<file path="config.mk">
export PLATFORM = sky130hd
export DESIGN_NAME = issue_instr_queue
export DESIGN_NICKNAME = d
export VERILOG_FILES = /design/src/rtl/issue_instr_queue_pkg.sv /design/src/rtl/issue_instr_queue.sv
export SDC_FILE = /design/constraint.sdc
export NUM_CORES = 1
export LEC_CHECK = 0
export BUFFER_PORTS_ARGS = -buffer_cell sky130_fd_sc_hd__buf_4
export CAP_MARGIN = 20
export CORE_ASPECT_RATIO = 0.75
export CORE_MARGIN = 1.5
export CORE_UTILIZATION = 45
export CTS_CLUSTER_DIAMETER = 100
export DETAILED_ROUTE_END_ITERATION = 6
export MAX_ROUTING_LAYER = met4
export PLACE_DENSITY = 0.66
export SETUP_SLACK_MARGIN = 0.5
export SLEW_MARGIN = 20
export SYNTH_ARGS = -nofsm -noshare
export SYNTH_HDL_FRONTEND = slang
export SYNTH_SLANG_ARGS = --single-unit
</file>
<file path="constraint.sdc">
create_clock -name clk_i -period 4 [get_ports clk_i]
set_input_delay 0.8 -clock clk_i [delete_from_list [all_inputs] [get_ports clk_i]]
set_output_delay 0.8 -clock clk_i [all_outputs]
set_load 0.03 [all_outputs]
</file>
<file path="src/rtl/issue_instr_queue_pkg.sv">
// Types shared by the id/issue decoupling queue: the decoded scoreboard entry and
// the outstanding-branch state.
package issue_instr_queue_pkg;

  typedef struct packed {
    logic        valid;
    logic [7:0]  cause;
    logic [31:0] tval;
  } exception_t;

  typedef struct packed {
    logic [31:0] pc;
    logic [7:0]  op;
    logic [4:0]  rd;
    logic [4:0]  rs1;
    logic [4:0]  rs2;
    exception_t  ex;
  } scoreboard_entry_t;

  typedef enum logic {
    BR_IDLE = 1'b0,
    BR_PEND = 1'b1
  } br_state_e;

endpackage

</file>
<file path="src/rtl/issue_instr_queue.sv">
// Decoupling FIFO between decode and issue. Holds back a ctrl-flow head while an
// earlier ctrl-flow instruction is still unresolved in EX.
module issue_instr_queue
  import issue_instr_queue_pkg::*;
#(
  parameter  int unsigned DEPTH = 4,
  localparam int unsigned CW    = $clog2(DEPTH + 1)
) (
  input  logic              clk_i,
  input  logic              rst_ni,
  input  logic              flush_i,
  input  logic              stall_i,
  input  scoreboard_entry_t decoded_instr_i,
  input  logic              decoded_instr_valid_i,
  input  logic              is_ctrl_flow_i,
  output logic              decoded_instr_ack_o,
  output scoreboard_entry_t issue_entry_o,
  output logic              issue_entry_valid_o,
  output logic              issue_ctrl_flow_o,
  input  logic              issue_entry_ack_i,
  input  logic              resolve_branch_i,
  output logic              queue_full_o,
  output logic              branch_pending_o,
  output logic [CW-1:0]     occupancy_o
);

  localparam int unsigned PW = $clog2(DEPTH);

  typedef struct packed {
    scoreboard_entry_t sbe;
    logic              ctrl_flow;
  } slot_t;

  slot_t         mem_q [DEPTH];
  logic [PW-1:0] rd_ptr_q, wr_ptr_q;
  logic [CW-1:0] occ_q;
  br_state_e     br_q;
  logic          full, empty, push, pop;

  assign full  = (occ_q == CW'(DEPTH));
  assign empty = (occ_q == '0);

  // Full is judged on the registered count, so a same-cycle pop never frees a slot.
  assign decoded_instr_ack_o = decoded_instr_valid_i & ~full & ~flush_i;
  assign push                = decoded_instr_ack_o;

  assign issue_entry_o       = mem_q[rd_ptr_q].sbe;
  assign issue_ctrl_flow_o   = mem_q[rd_ptr_q].ctrl_flow;
  assign issue_entry_valid_o = ~empty & ~stall_i & ~flush_i
                             & ~(issue_ctrl_flow_o & (br_q == BR_PEND));
  assign pop                 = issue_entry_valid_o & issue_entry_ack_i;

  assign queue_full_o     = full;
  assign occupancy_o      = occ_q;
  assign branch_pending_o = (br_q == BR_PEND);

  // Payload storage carries no reset; only the pointers and count define validity.
  always_ff @(posedge clk_i) begin
    if (push) mem_q[wr_ptr_q] <= '{sbe: decoded_instr_i, ctrl_flow: is_ctrl_flow_i};
  end

  always_ff @(posedge clk_i or negedge rst_ni) begin
    if (!rst_ni) begin
      rd_ptr_q <= '0;
      wr_ptr_q <= '0;
      occ_q    <= '0;
    end else if (flush_i) begin
      rd_ptr_q <= '0;
      wr_ptr_q <= '0;
      occ_q    <= '0;
    end else begin
      if (push) wr_ptr_q <= wr_ptr_q + PW'(1);
      if (pop)  rd_ptr_q <= rd_ptr_q + PW'(1);
      occ_q <= occ_q + CW'(push) - CW'(pop);
    end
  end

  always_ff @(posedge clk_i or negedge rst_ni) begin
    if (!rst_ni) begin
      br_q <= BR_IDLE;
    end else if (flush_i) begin
      br_q <= BR_IDLE;
    end else begin
      case (br_q)
        BR_IDLE: if (pop && issue_ctrl_flow_o) br_q <= BR_PEND;
        BR_PEND: if (resolve_branch_i)         br_q <= BR_IDLE;
        default:                               br_q <= BR_IDLE;
      endcase
    end
  end

endmodule
</file>
==> impl_results.md <==
- CP Class: reg2out
- Area of the multi-input gates: 2530 µm²
- FF-to-FF setup slack: 1430 ps
- Most frequent cells in the layout: edfxtp_1 (388), buf_4 (213), mux4_2 (97), clkbuf_16 (41), clkinv_2 (10)
- Max Fclk: 304 MHz
- Hold crit path type: in2async
- Boundary Pins: 208
- CTS max path bufs: 3
- Sequential-to-total area share from yosys stat: 0.815
- Share of cells above drive strength 1: 0.461
- Worst path required time: 3200 ps
- RR Startpoint: occupancy_o[1]$_DFF_PN0_
- ANT nets after route: 0
- Initial antenna violation count: 2
- Max VDD drop: 0.000242 V
- Final core occ: 0.566
- Post-Syn Nets: 674
- WP data arrival: 2490 ps
- Gate Count Post-Synth: 563
- CTS tree: done
- Post-Route WL: 29400 µm
- First-pass GRT wire length: 44100 µm
- Vias per cell: 5.43
- Via count: 6708
- DR pass1 iterations: 5
- Synth Area per Inst: 25.8 µm²
- Leak: 0.00594 µW
- Final hold vios: 0
- Count of different cell masters after synthesis: 32
- Total GRT Usage: 0.186
- CTS H-tree depth: 2
- Tightest Pin Transition: 795 ps
- Wire per inst: 23.8 µm
- Synthesized area: 14500 µm²
- Worst reg-to-reg path cell count: 4
- CP Launch Type: flip-flop
- Die ar.: 33400 µm²
- Starting Density: 0.461
- #FFs+latches synth: 396
- CP Max Fanout: 97
- Yosys warns: 0
- FP Rows: 56
- Flip-flop and latch area: 11900 µm²
- Die span in y: 159 µm
- Remaining DRCs: 0
- Global route total overflow: 0
- Reg-to-reg endpoint: mem_q[2][94]$_DFFE_PP_
- HPWL after detailed placement: 17900 µm
- Top FF cell, synth: edfxtp_1
- Placed Instance Area: 16600 µm²
- Core area: 31500 µm²
- DRT iter0 DRCs: 627
- Inst Count DP: 1165
- Max-cap viol count: 0
- Nets: 912
- Final slew viol count: 0
- Design Area, Final: 17800 µm²
- IO buf count: 207
- Worst setup EP type: output pin
- Total negative setup slack: 0 ps
- Clock transition at the registers of the reported paths: 60 ps
- Clock Latency Late Sink: 520 ps
- Final setup violating endpoints: 0
- Most common cell after layout, fill and taps aside: edfxtp_1
- CTS Hold Bufs: 0
- Largest net degree at the start of global routing: 101
- Post-route insts no fill: 1236
- Asr flop ratio synth: 0.0202
- CTS root buf: clkbuf_16
- TritonCTS Sinks: 396
- Power density over the cells: 543 nW/µm²
- Area Growth Syn to Fin: 22.7%
- RSZ-0062 raised after global routing: no
- GPL Wtd Cong: 0.832
- DIE WIDTH: 211 µm
- Status: finished, final reports clean
- Final cycle utilization of the critical path: 0.821
- Max-slew headroom: 0.470
- Post-synth EDFFs: 388
- Crit path time final: 3290 ps
- Fill cell total of the finished layout: 2348
- Final Skew: 10.8 ps
- Num CTS Buffers: 40
- Vias in the first global route: 7259
-- worst max-delay path, cell delays in order (launching register included) --
cell     delay, ps
dfrtp_4        440
buf_16         530
mux4_2         650
buf_4          200
-- per-layer routing --
| metal | share of wire | vias up | wire length, µm | global-route usage |
|---|---|---|---|---|
| met4 | 0.014 | 0 | 398 | 0.0452 |
| li1 | - | 2898 | - | - |
| met2 | 0.48 | 221 | 14200 | 0.287 |
| met1 | 0.43 | 3553 | 12500 | 0.245 |
| met3 | 0.078 | 36 | 2300 | 0.0568 |
| met5 | 0 | - | 0 | - |
-- registers in the layout (all words and copies together), names as in the netlist --
register / flops
branch_pending_o: 1
mem_q: 388
occupancy_o: 3
rd_ptr_q: 2
wr_ptr_q: 2
-- worst max path at each step --
| stage | startpoint | endpoint | slack, ps | depth (start not counted) |
|---|---|---|---|---|
| 2_1_floorplan | flush_i | mem_q[2][10]$_DFFE_PP_ | 280 | 3 |
| 3_3_place_gp | flush_i | occupancy_o[2]$_DFF_PN0_ | 1050 | 11 |
| 3_5_place_dp | flush_i | mem_q[3][12]$_DFFE_PP_ | 1010 | 4 |
| 4_1_cts | rd_ptr_q[0]$_DFFE_PN0P_ | issue_entry_o[33] | 620 | 3 |
| 5_1_grt | rd_ptr_q[0]$_DFFE_PN0P_ | issue_entry_o[33] | 590 | 3 |
| 6_report | rd_ptr_q[0]$_DFFE_PN0P_ | issue_entry_o[7] | 710 | 3 |
-- repair_timing --
item,4_1_cts,5_1_grt
gates resized for setup,0,1
endpoints found under the hold margin,0,0
endpoints found under the setup margin,0,5
setup buffers,0,0
-- cell families (layout without fill, tap and decap cells) --
logic type	after synthesis	in the layout	share of synthesized area
other cells	0	2	0
mux	100	100	0.153
simple gates	20	20	0.00904
xor+xnor	2	2	0.00121
flops	396	396	0.815
buf+inv	31	296	0.0112
fa+ha+maj	7	7	0.00654
compound gates	7	7	0.00405
-- cell type report --
type / count / share of cell area
diodes: 2 / 0.000281
clock buffers: 49 / 0.0592
clock inverters: 20 / 0.00687
inverters: 8 / 0.00168
multi-input cells: 136 / 0.142
flip-flops and latches: 396 / 0.665
well taps: 406 / 0.0285
repair buffers: 219 / 0.0968
-- power breakdown --
part           switching (µW)  internal, µW
logic                     844           561
clock network            1460          1940
registers                67.0          4820
total                    2370          7320
-- stage by stage --
stage               setup WS [ps]  hold slack (ps)  total power (µW)
floorplan                     276              504              5810
global placement             1050              594              6360
detailed placement           1010              597              6400
CTS                           620             58.4              9810
global route                  587             63.2             10000
finish                        714             80.2              9690
-- synth_stat cells, types with 2 or more instances --
cell type | number | area share
inv_1 | 8 | 0.0021
buf_2 | 10 | 0.0034
ha_1 | 6 | 0.0052
a21oi_1 | 2 | 0.00069
nand2b_1 | 2 | 0.00086
nor2_1 | 3 | 0.00077
clkbuf_1 | 3 | 0.00077
o21ai_0 | 2 | 0.00069
a2111oi_2 | 2 | 0.0021
and2_1 | 5 | 0.0022
mux4_2 | 97 | 0.15
dfrtp_1 | 8 | 0.014
buf_1 | 5 | 0.0013
buf_6 | 4 | 0.0031
nor3_1 | 2 | 0.00069
edfxtp_1 | 388 | 0.80
Note: power is estimated with default switching activity, not from simulation.
